**config.mk**
```make
export PLATFORM = sky130hd
export DESIGN_NAME = tff_counter_flat
export DESIGN_NICKNAME = d
export VERILOG_FILES = /design/src/rtl/tff_counter_if.sv /design/src/rtl/tff_counter.sv /design/src/flat_wrapper.sv
export SDC_FILE = /design/constraint.sdc
export NUM_CORES = 1
export LEC_CHECK = 0
export BUFFER_PORTS_ARGS = -buffer_cell sky130_fd_sc_hd__buf_2
export CAP_MARGIN = 25
export CORE_AREA = 2 2 39 41
export DETAILED_ROUTE_END_ITERATION = 10
export DIE_AREA = 0 0 41 43
export SETUP_SLACK_MARGIN = 0.1
export SLEW_MARGIN = 25
export SYNTH_ARGS = -nofsm -noshare
export SYNTH_HDL_FRONTEND = slang
export SYNTH_SLANG_ARGS = --single-unit
```
**constraint.sdc**
```tcl
create_clock -name clk -period 1.52 [get_ports clk]
set_input_delay 0.076 -clock clk [delete_from_list [all_inputs] [get_ports clk]]
set_output_delay 0.076 -clock clk [all_outputs]
set_load 0.005 [all_outputs]
```
**src/rtl/tff_counter_if.sv**
```systemverilog
// tff_counter_if: control/data bundle between a tff_counter and its driver
interface tff_counter_if #(
    parameter int WIDTH = 4
);
    logic             en;
    logic             mode;
    logic [WIDTH-1:0] t;
    logic             up;
    logic             load;
    logic [WIDTH-1:0] d;
    logic [WIDTH-1:0] q;
    logic             tc;
    modport master (output en, mode, t, up, load, d, input q, tc);
    modport slave  (input en, mode, t, up, load, d, output q, tc);
endinterface

```
**src/rtl/tff_counter.sv**
```systemverilog
// tff_counter: WIDTH-bit toggle bank or wrap/saturate up/down counter with load and terminal count
module tff_counter #(
    parameter int WIDTH    = 4,
    parameter int MAX_VAL  = 2**WIDTH-1,
    parameter int SATURATE = 0
) (
    input logic          clk,
    input logic          rst,
    tff_counter_if.slave bus
);
    localparam logic [WIDTH-1:0] MAX = WIDTH'(MAX_VAL);
    localparam bit SAT = SATURATE != 0;
    logic [WIDTH-1:0] q_q, q_d;
    logic             tc_q, tc_d;
    // next state: load beats stepping; tc only marks a boundary step taken on this edge
    always_comb begin
        q_d  = q_q;
        tc_d = 1'b0;
        if (bus.load) begin
            q_d = (bus.mode && bus.d > MAX) ? MAX : bus.d;
        end else if (bus.en && !bus.mode) begin
            q_d = q_q ^ bus.t;
        end else if (bus.en && bus.up) begin
            tc_d = q_q >= MAX;
            q_d  = !tc_d ? q_q + 1'b1 : SAT ? MAX : '0;
        end else if (bus.en) begin
            tc_d = q_q == '0;
            q_d  = tc_d ? (SAT ? '0 : MAX) : q_q > MAX ? MAX : q_q - 1'b1;
        end
    end
    // state register with synchronous reset
    always_ff @(posedge clk) begin
        if (rst) begin
            q_q  <= '0;
            tc_q <= 1'b0;
        end else begin
            q_q  <= q_d;
            tc_q <= tc_d;
        end
    end
    assign bus.q  = q_q;
    assign bus.tc = tc_q;
endmodule

```
**src/flat_wrapper.sv**
```systemverilog
// flat-port wrapper written by rule: the top's interface ports become plain ports
module tff_counter_flat 
#(
    parameter int WIDTH    = 4,
    parameter int MAX_VAL  = 2**WIDTH-1,
    parameter int SATURATE = 0
)
  (clk, rst, bus_en, bus_mode, bus_t, bus_up, bus_load, bus_d, bus_q, bus_tc);
  tff_counter_if #(.WIDTH(WIDTH)) bus_i ();
  input logic clk;
  input logic rst;
  input wire logic [$bits(bus_i.en)-1:0] bus_en;
  input wire logic [$bits(bus_i.mode)-1:0] bus_mode;
  input wire logic [$bits(bus_i.t)-1:0] bus_t;
  input wire logic [$bits(bus_i.up)-1:0] bus_up;
  input wire logic [$bits(bus_i.load)-1:0] bus_load;
  input wire logic [$bits(bus_i.d)-1:0] bus_d;
  output wire logic [$bits(bus_i.q)-1:0] bus_q;
  output wire logic [$bits(bus_i.tc)-1:0] bus_tc;
  assign bus_i.en = bus_en;
  assign bus_i.mode = bus_mode;
  assign bus_i.t = bus_t;
  assign bus_i.up = bus_up;
  assign bus_i.load = bus_load;
  assign bus_i.d = bus_d;
  assign bus_q = bus_i.q;
  assign bus_tc = bus_i.tc;
  tff_counter #(.WIDTH(WIDTH), .MAX_VAL(MAX_VAL), .SATURATE(SATURATE)) u_core (.clk(clk), .rst(rst), .bus(bus_i));
endmodule
```
Word level (Yosys, flattened, before mapping) --
Cells that the tools add are included.
Cells by class: add/subtract/negate cells 2, $lt $le $gt $ge 3, muxes and demuxes 10, bitwise gates (word level) 1, reductions and logical operators 7
Operator list (count):
- $mux W4 | 8
- $gt A4 B4 Y1 const B | 2
- $add A4 B1 Y4 const B | 1
- $ge A4 B4 Y1 const B | 1
- $logic_not A4 Y1 | 1
- $reduce_bool A4 Y1 | 1
- $sub A4 B1 Y4 const B | 1
- $xor A4 B4 Y4 | 1
- $logic_and A1 B1 Y1 | 3
- $reduce_or A3 Y1 | 1
- $mux W1 | 2
- $logic_not A1 Y1 | 1
Word-level totals: register bits after elaboration 5, bits of input ports 14, logic and storage cells 25

Logic depth before layout (Yosys ltp) --
Gate-level depths: netlist (run 1).
depth in word-level cells 7, gate-level depth with buffers 6, depth with buffers taken out 6

Worst setup path before layout (run 1) --
No wires, ideal clock.
path type register to register, start point register u_core.q_q[0], in the netlist u_core.bus.q[0], end point register u_core.q_q[1], in the netlist u_core.bus.q[1], data arrival time 1.288 ns, data required time 1.450 ns, path slack 0.162 ns, stages on the path, launching flop included 7, buffers on the path 0, clock period less this slack 1.358 ns, cells stage by stage dfxtp_1 inv_1 ha_1 xor2_1 a21oi_1 o21ai_0 a21oi_1
Between the ends: longest elaborated chain between the ends 7, elaborated cells between the ends (all ways) 12
RTL lines:
- from (decl) | line tff_counter.sv:13 | logic [WIDTH-1:0] q_q, q_d;
- from (signal assigned) | line tff_counter.sv:37 | q_q <= q_d;
- $sub A4 B1 Y4 / $gt A4 B4 Y1 (equally long branches) | line tff_counter.sv:28 | q_d = tc_d ? (SAT ? '0 : MAX) : q_q > MAX ? MAX : q_q - 1'b1;
- $mux W4 (2 in a row) | line tff_counter.sv:28
- $mux W4 | line tff_counter.sv:26 | end else if (bus.en) begin
- $mux W4 (*) | line tff_counter.sv:23 | end else if (bus.en && bus.up) begin
- $mux W4 (*) | line tff_counter.sv:21 | end else if (bus.en && !bus.mode) begin
- $mux W4 (*) | line tff_counter.sv:19 | if (bus.load) begin
Mark *: on every way between the ends. The rest lies on a longest branch, timed or not. The select of a mux whose other input is x is not followed. A chain may end at the register's enable or synchronous reset.

Worst setup path after layout (run 1) --
start point register u_core.q_q[1], in the netlist u_core.bus.q[1], end point register u_core.q_q[0], in the netlist u_core.bus.q[0]
Between the ends: longest elaborated chain between the ends 7, elaborated cells between the ends (all ways) 10
RTL lines (line):
- $gt A4 B4 Y1 | tff_counter.sv:28
- $mux W4 (2 in a row) | tff_counter.sv:28
- $mux W4 | tff_counter.sv:26
- $mux W4 (*) | tff_counter.sv:23
- $mux W4 (*) | tff_counter.sv:21
- $mux W4 (*) | tff_counter.sv:19
Marks and branches as above.

==> flow_summary.ini, run 1 <==
[sta]
skew_ns = 0.00408
finalSetupTns_ns = 0
timing.final.ws_setup_ns = 0.190
drv_slew = 0
slew_headroom_pct = 81.5
final_period_minus_worst_setup_slack_ns = 1.33
finalCritPeriodShare_pct = 87.5
setup_viol = 0
rsz0062_at_grt = yes
finalHoldViolations = 0
fmax_ghz = 0.752
worst_slew_pin_slew_ns = 0.277

[grt]
grt_max_degree = 11
gr-usage-all-layers_pct = 16.3
grt_pass1_wl_um = 1880
grt_pass1_vias = 456
antenna_found_initial = 0
grt-ovfl-total = 0

[detailed_routing]
num_vias = 502
ant_nets = 0
wl_um = 1170
dr.pass1.iters = 4
drt_iter0_drc = 11
avgRoutedWirePerCell_um = 12.4
viasPerCell = 5.34
drc_errors = 0

[worst_setup_path]
reg2reg_depth = 5
critPathMaxFanout = 4
rr_startpoint = u_core.bus.q[1]$_SDFFE_PP0P_
critPathLaunch = u_core.bus.q[1]$_SDFFE_PP0P_
critical_path_class = flip-flop to flip-flop
r2r_end = u_core.bus.q[0]$_SDFFE_PP0P_
critPathRequiredTime_ns = 1.64
crit_arrival_ns = 1.45
r2r_setup_slack_ns = 0.19
cp-end-kind = flip-flop
start_kind = flip-flop

[die]
rows = 14
io_pins = 19
fp.coreArea_sq_um = 1380
die_h_um = 43
die-area_sq_um = 1760
start_util_pct = 35.4
die_w_um = 41

[clocking]
clock-sinks = 5
cts.reportedPaths.clkPinSlew_ns = 0.04
cts.htree.levels = 1
clock-root-buffer = clkbuf_4
clk_path_buf_depth = 2
cts_tree = built
clk_latency_ns = 0.25
ctsHoldBuffers = 0
cts_made_buffers = 3
cts_setup_buffers = 0

[pwr]
cellPowerDensity_nw_per_um2 = 760
ir_drop_v = 0.000448
p_leak_uw = 0.000291

[yosys]
synthesis.instances = 59
synthesis.nets = 75
synthAdderAreaFrac_pct = 5.12
synth-xor-area-share_pct = 5.37
synth_compound_area_share_pct = 36.6
ys_types = 28
synth_top_family_by_area = compound AO/OA/AOI/OAI gates
seq_area_frac_synth_pct = 20.5
synth_area_per_cell_sq_um = 8.29
muxShareOfSynthArea_pct = 2.05
syn_area_sq_um = 489
yosys_warnings = 0
synthSimpleGateAreaFrac_pct = 14.3
synth-seq-cells = 5

[placed_design]
hpwl_um = 884
routabilityCongestion = 0.789
dpl_worst_slack_ns = 0.158
place_inst = 90
numPortBuffers = 18
dpl_cell_area_sq_um = 558

[cells_and_area]
finish.net_count = 95
drive_above_1_share_pct = 39.7
layout.cells.non_filler = 94
ff_latch_area_sq_um = 104
fin_util_pct = 42.7
stdcell_area_sq_um = 591
n_antenna_cell = 0
syn_to_final_growth_pct = 20.7
fill_cells = 158
multi_input_area_sq_um = 313

[worst_hold_path]
min-delay-start = rst
hp-class = primary input to flip-flop
min_to = u_core.bus.q[1]$_SDFFE_PP0P_
hold_depth = 2

[run_status]
status = completed

[run]
max-cap-violations = 0
-- cells by family (layout without fill, tap and decap cells) --
group,after synthesis,after routing
and+or+nand+nor,11,11
DFF,5,5
AOI/OAI and AO/OA,27,27
xor gates and xnor gates,3,3
buffers and inverters,10,29
adders and majority gates,2,2
muxes,1,1
-- where the power goes --
| group | internal (uW) | switching (uW) | total (uW) |
|---|---|---|---|
| clock network | 99.4 | 57.2 | 157 |
| registers | 142 | 16.0 | 158 |
| logic | 67.3 | 66.8 | 134 |
-- layout by cell type (no fill, tap or decap), drive strengths merged, types with 2 or more instances in the layout --
master	instances
buf	21
a21oi	8
o21ai	5
dfxtp	5
inv	4
o31ai	4
clkbuf	4
xor2	3
nand4	2
a21o	2
o22ai	2
nand2	2
a211oi	2
ha	2
-- final cells by class --
type | instances | share of cell area, %
Sequential cell | 5 | 17.6
Tap cell | 16 | 3.39
Inverter | 4 | 2.54
Multi-Input combinational cell | 44 | 53.0
Clock buffer | 4 | 4.45
Timing Repair Buffer | 21 | 19.1
-- synth_stat cells --
master,instances,area [sq um]
o22ai_1,2,12.5
a211oi_1,1,7.51
buf_6,5,56.3
buf_4,1,7.51
nand4_1,2,12.5
inv_1,4,15.0
nor3b_1,1,7.51
o21ai_0,5,25.0
a31oi_1,1,6.26
and3b_1,1,8.76
ha_1,2,25.0
xor2_1,3,26.3
and2_1,1,6.26
a21oi_1,8,40.0
and3_1,1,6.26
nand2b_1,1,6.26
o211ai_1,1,7.51
a21bo_2,1,10.0
a21o_1,2,15.0
nand2_1,2,7.51
mux2i_1,1,10.0
a211oi_2,1,12.5
o21a_1,1,7.51
o31ai_1,3,22.5
and4b_1,1,10.0
nor3_1,1,5.00
o31ai_2,1,12.5
dfxtp_1,5,100
-- critical path, cell delays in order (launching register included) --
cell and delay [ns]:
dfxtp_2 0.35, ha_2 0.20, nand4_1 0.11, and2_1 0.18, o31ai_1 0.26, a21oi_1 0.10
-- sequential cells by signal, indices dropped and copies added (netlist names) --
| register | count |
|---|---|
| u_core.bus.q | 4 |
| u_core.bus.tc | 1 |
-- through the flow --
stage	power, uW	hold slack [ns]
4_1_cts	448	0.0612
3_3_place_gp	290	0.310
6_report	449	0.0578
3_5_place_dp	293	0.314
2_1_floorplan	258	0.145
5_1_grt	479	0.0747
-- worst max path at each step --
stage / endpoint / cells past startpoint
after floorplan: u_core.bus.q[1]$_SDFFE_PP0P_ / 6
after global placement: u_core.bus.q[0]$_SDFFE_PP0P_ / 5
after detailed placement: u_core.bus.q[0]$_SDFFE_PP0P_ / 6
after CTS: u_core.bus.q[0]$_SDFFE_PP0P_ / 6
after global routing: u_core.bus.q[0]$_SDFFE_PP0P_ / 5
final: u_core.bus.q[0]$_SDFFE_PP0P_ / 5
-- repair_timing --
action	4_1_cts	5_1_grt
endpoints found under the setup margin	0	4
endpoints found under the hold margin	0	0
resized for setup	0	4
-- routing by layer --
metal	track usage, %	share of wire, %
met3	4.71	5.1
met4	12.0	2.9
met2	21.3	44
met1	21.6	47
met5	0	0
Power figures use the tool's default switching activity.
==> run 2: changes to the inputs <==
==> constraint.sdc (replaced) <==
create_clock -name clk -period 1.52 [get_ports clk]
set_input_delay 0.076 -clock clk [delete_from_list [all_inputs] [get_ports clk]]
set_output_delay 0.076 -clock clk [all_outputs]
set_load 0.1 [all_outputs]
==> flow_summary.ini, run 2 (synthesis gave the netlist of run 1 again) <==
[run_status]
status = completed

[cells_and_area]
fill_cells = 155
multi_input_area_sq_um = 335
ff_latch_area_sq_um = 115
fin_util_pct = 43.7
drive_above_1_share_pct = 42.7
n_antenna_cell = 0
finish.net_count = 92
syn_to_final_growth_pct = 23.5
largest_register_ff_count = 4
final_cell_mix = 18 x buf_2, 8 x a21oi_1, 5 x o21ai_0
layout_commonest_cell = buf_2

[worst_setup_path]
r2r_end = u_core.bus.q[0]$_SDFFE_PP0P_
critPathRequiredTime_ns = 1.64
reg2reg_depth = 5
r2r_setup_slack_ns = 0.21
start_kind = flip-flop
rr_startpoint = u_core.bus.q[0]$_SDFFE_PP0P_
critPathMaxFanout = 8
critPathSlowestCell = dfxtp_4
worstPathCellList = ha_4, nand4_1, and2_1, o31ai_1, a21oi_1
critical_path_class = flip-flop to flip-flop
crit_arrival_ns = 1.42
cp-end-kind = flip-flop
max_stage_delay_ns = 0.41

[grt]
met1_usage_pct = 21.2
gr-usage-all-layers_pct = 15.8
grt_pass1_vias = 453
globalRouteMet2Util_pct = 21.9
antenna_found_initial = 0
grt_max_degree = 11
grt-ovfl-total = 0
grt_use_met3_pct = 3.14
top_usage_layer = met2
grt_pass1_wl_um = 1880

[clocking]
clock-root-buffer = clkbuf_4
clock-sinks = 5
clk_path_buf_depth = 2
cts_made_buffers = 3
cts.htree.levels = 1
ctsHoldBuffers = 0
cts_setup_buffers = 0
cts_tree = built
cts_resized = 0
cts.reportedPaths.clkPinSlew_ns = 0.04
clk_latency_ns = 0.24

[sta]
drv_slew = 0
finalCritPeriodShare_pct = 85.9
finalSetupTns_ns = 0
fmax_ghz = 0.766
finalHoldViolations = 0
rsz0062_at_grt = no
worst_slew_pin_slew_ns = 0.483
setup_viol = 0
final_period_minus_worst_setup_slack_ns = 1.31
skew_ns = 0.00175
slew_headroom_pct = 68.0

[pwr]
p_leak_uw = 0.000280
cellPowerDensity_nw_per_um2 = 845
ir_drop_v = 0.000438

[placed_design]
routabilityCongestion = 0.721
hpwl_um = 880
numPortBuffers = 18

[detailed_routing]
viasPerCell = 5.62
drc_errors = 0
dr.pass1.iters = 4
num_vias = 511
avgRoutedWirePerCell_um = 12.4
drt_iter0_drc = 5
wl_um = 1130
ant_nets = 0

[worst_hold_path]
min-delay-start = rst
hp-class = primary input to flip-flop
hold_depth = 2
min_to = u_core.bus.q[1]$_SDFFE_PP0P_

[die]
start_util_pct = 35.4
die-area_sq_um = 1760
die_h_um = 43
rows = 14
io_pins = 19
die_w_um = 41
fp.coreArea_sq_um = 1380

[run]
max-cap-violations = 0
==> run 2: worst max path at each step <==
stage | start | endpoint | slack [ns] | cells after the start
4_1_cts | u_core.bus.q[0]$_SDFFE_PP0P_ | u_core.bus.q[0]$_SDFFE_PP0P_ | 0.23 | 5
3_3_place_gp | u_core.bus.q[0]$_SDFFE_PP0P_ | u_core.bus.q[0]$_SDFFE_PP0P_ | 0.21 | 5
5_1_grt | u_core.bus.q[0]$_SDFFE_PP0P_ | u_core.bus.q[0]$_SDFFE_PP0P_ | 0.13 | 5
6_report | u_core.bus.q[0]$_SDFFE_PP0P_ | u_core.bus.q[0]$_SDFFE_PP0P_ | 0.21 | 5
3_5_place_dp | u_core.bus.q[0]$_SDFFE_PP0P_ | u_core.bus.q[2]$_SDFFE_PP0P_ | 0.24 | 6
2_1_floorplan | u_core.bus.q[1]$_SDFFE_PP0P_ | u_core.bus.q[1]$_SDFFE_PP0P_ | 0.09 | 6
==> run 2: worst max-delay path, delay by kind of cell (launching register included) <==
kind	cells	cell delay, ns
adder cells (fa/ha/maj)	1	0.16
AND/OR/NAND/NOR	2	0.30
flip-flops	1	0.41
AO/OA/AOI/OAI	2	0.31
==> run 2: report_power, final <==
group | internal (uW) | switching, uW | leakage, uW
clock network | 99.4 | 57.3 | 0.0000150
registers | 141 | 23.3 | 0.0000437
logic | 64.9 | 125 | 0.000221
==> run 2: through the flow <==
step	hold WS, ns	cells	total power (uW)	cell area, sq um	setup slack (ns)
floorplan	0.135	59	331	532	0.0863
global placement	0.303	87	356	578	0.209
detailed placement	0.305	87	357	578	0.238
CTS	0.0476	91	518	604	0.228
global route	0.0694	91	543	604	0.131
finish	0.0486	91	511	604	0.214
==> run 2: metal layers <==
metal / wire, um / part of all wire [%] / up-vias
li1: - / - / 250
met1: 509 / 45 / 242
met2: 542 / 48 / 17
met3: 60 / 5.3 / 2
met4: 14 / 1.2 / 0
met5: 0 / 0 / -
==> run 2: area by class of cell <==
type                    count  share of cell area [%]
multi-input cells          44                    55.5
flip-flops and latches      5                    19.0
well taps                  16                    3.31
clock buffers               4                    4.35
repair buffers             18                    14.9
inverters                   4                    2.90
==> run 3: changes to the inputs <==
- ABC_AREA: default -> 1
==> flow_summary.ini, run 3 <==
[run]
max-cap-violations = 0

[clocking]
cts_tree = built
cts_resized = 0
ctsHoldBuffers = 0
cts.reportedPaths.clkPinSlew_ns = 0.04
clock-sinks = 5
cts.htree.levels = 1
clock-root-buffer = clkbuf_4
clk_path_buf_depth = 2
clk_latency_ns = 0.24
cts_setup_buffers = 0
cts_made_buffers = 3

[yosys]
synth-seq-cells = 5
ys.flop_type = dfxtp_1
synth_area_per_cell_sq_um = 6.58
synthesis.instances = 69
synth_edf_count = 0
yosys_warnings = 0
synth.most_common_cell = nand2_1
synthArstFlopShare_pct = 0
synth.largest_area_cell = dfxtp_1
syn_area_sq_um = 454
synth_area_leaders = dfxtp_1 22%, nand3_1 9.9%, nand2_1 8.3%
ys_top_cells_by_count = 10 x nand2_1, 9 x nand3_1, 7 x inv_1
synthesis.nets = 85
ys_types = 22
seq_area_frac_synth_pct = 22.0
synth_top_area_share_pct = 22.0

[run_status]
status = completed

[die]
die_w_um = 41
fp.coreArea_sq_um = 1380
io_pins = 19
rows = 14
die_h_um = 43
start_util_pct = 32.8
die-area_sq_um = 1760

[detailed_routing]
dr.pass1.iters = 4
avgRoutedWirePerCell_um = 10.8
wl_um = 1140
viasPerCell = 4.98
drt_iter0_drc = 13
num_vias = 523
drc_errors = 0
ant_nets = 0

[sta]
holdWs_ns = 0.0468
rsz0062_at_grt = no
setup_viol = 0
skew_ns = 0.000653
worst_slew_pin_slew_ns = 0.486
finalHoldViolations = 0
timing.final.ws_setup_ns = 0.274
fmax_ghz = 0.803
drv_slew = 0
finalCritPeriodShare_pct = 82.0
final_period_minus_worst_setup_slack_ns = 1.25
finalSetupTns_ns = 0
slew_headroom_pct = 67.8

[worst_setup_path]
crit_arrival_ns = 1.37
critPathSlowestCell = dfxtp_4
critPathRequiredTime_ns = 1.64
max_stage_delay_ns = 0.37
critical_path_class = flip-flop to flip-flop
start_kind = flip-flop
critPathMaxFanout = 7
cp-end-kind = flip-flop
r2r_setup_slack_ns = 0.27
worstPathCellList = inv_2, ha_1, xor2_1, o21ai_1, a21oi_1

[pwr]
p_leak_uw = 0.000288
ir_drop_v = 0.000295
cellPowerDensity_nw_per_um2 = 854

[grt]
antenna_found_initial = 0
grt_pass1_vias = 433
grt_max_degree = 10
grt_pass1_wl_um = 1790
gr-usage-all-layers_pct = 15.2
grt-ovfl-total = 0

[placed_design]
dpl_worst_slack_ns = 0.269
hpwl_um = 904
numPortBuffers = 18
dpl_cell_area_sq_um = 569
routabilityCongestion = 0.816

[cells_and_area]
syn_to_final_growth_pct = 31.1
fill_cells = 145
n_antenna_cell = 0
finish.net_count = 106
largest_register_ff_count = 4
final_cell_mix = 18 x buf_2, 10 x nand2_1, 9 x nand3_1
drive_above_1_share_pct = 38.2
layout_commonest_cell = buf_2
stdcell_area_sq_um = 596

[worst_hold_path]
hp-class = primary input to flip-flop
[run 3: changes by cell type in the layout (fill, tap and decap cells not counted), sizes merged, moves of 4 or more]
| cell | change |
|---|---|
| nand3 | +11 |
| nand2 | +10 |
| nor2 | +6 |
| inv | +5 |
| a22oi | +4 |
| o31ai | -4 |
[run 3: cell type report]
cell class	count	area (sq um)	share of cell area (%)
multi-input combinational	53	310	52.1
sequential	5	115	19.3
timing repair buffer	18	90.1	15.1
inverter	9	33.8	5.67
clock buffer	4	26.3	4.41
tap	16	20.0	3.36
[run 3: metal layers]
metal | vias up | part of all wire (%) | track usage (%)
met3 | 2 | 5.9 | 6.28
li1 | 273 | - | -
met2 | 21 | 46 | 20.9
met1 | 227 | 46 | 19.6
met4 | 0 | 2.0 | 8.00
met5 | - | 0 | 0
[run 3: power breakdown]
group	switching [uW]	internal [uW]	leakage, uW
combinational	134	58.6	0.000230
sequential	20.0	140	0.0000438
clock	56.3	99.4	0.0000150
total	210	298	0.000288
[run 3: cells by family after synthesis]
logic type      after synthesis  share of synthesized area, %
simple gates                 33                          36.9
flops                         5                          22.0
compound gates               15                          20.1
xor+xnor                      3                          5.79
fa+ha+maj                     2                          5.51
buf+inv                      11                          9.64
[run 3: critical path: cells and delay by family (launching register included)]
| family | cells | cell delay (ns) |
|---|---|---|
| AOI/OAI and AO/OA | 2 | 0.23 |
| buffers and inverters | 1 | 0.06 |
| adders and majority gates | 1 | 0.31 |
| xor gates and xnor gates | 1 | 0.16 |
| DFF | 1 | 0.37 |
[run 3: metrics by stage]
step / std cells / utilization (%) / power [uW]
global route: 105 / 43.0 / 540
global placement: 101 / 41.1 / 354
finish: 105 / 43.0 / 508
detailed placement: 101 / 41.1 / 354
CTS: 105 / 43.0 / 511
floorplan: 69 / - / 308
[run 3: path summary, 6_finish.rpt]
kind,from,endpoint,cells past startpoint
min,rst,u_core.bus.q[2]$_SDFFE_PP0P_,2
max reg2reg,u_core.bus.q[0]$_SDFFE_PP0P_,u_core.bus.q[1]$_SDFFE_PP0P_,5
min reg2reg,u_core.bus.q[0]$_SDFFE_PP0P_,u_core.bus.q[0]$_SDFFE_PP0P_,3
max,u_core.bus.q[0]$_SDFFE_PP0P_,u_core.bus.q[1]$_SDFFE_PP0P_,5
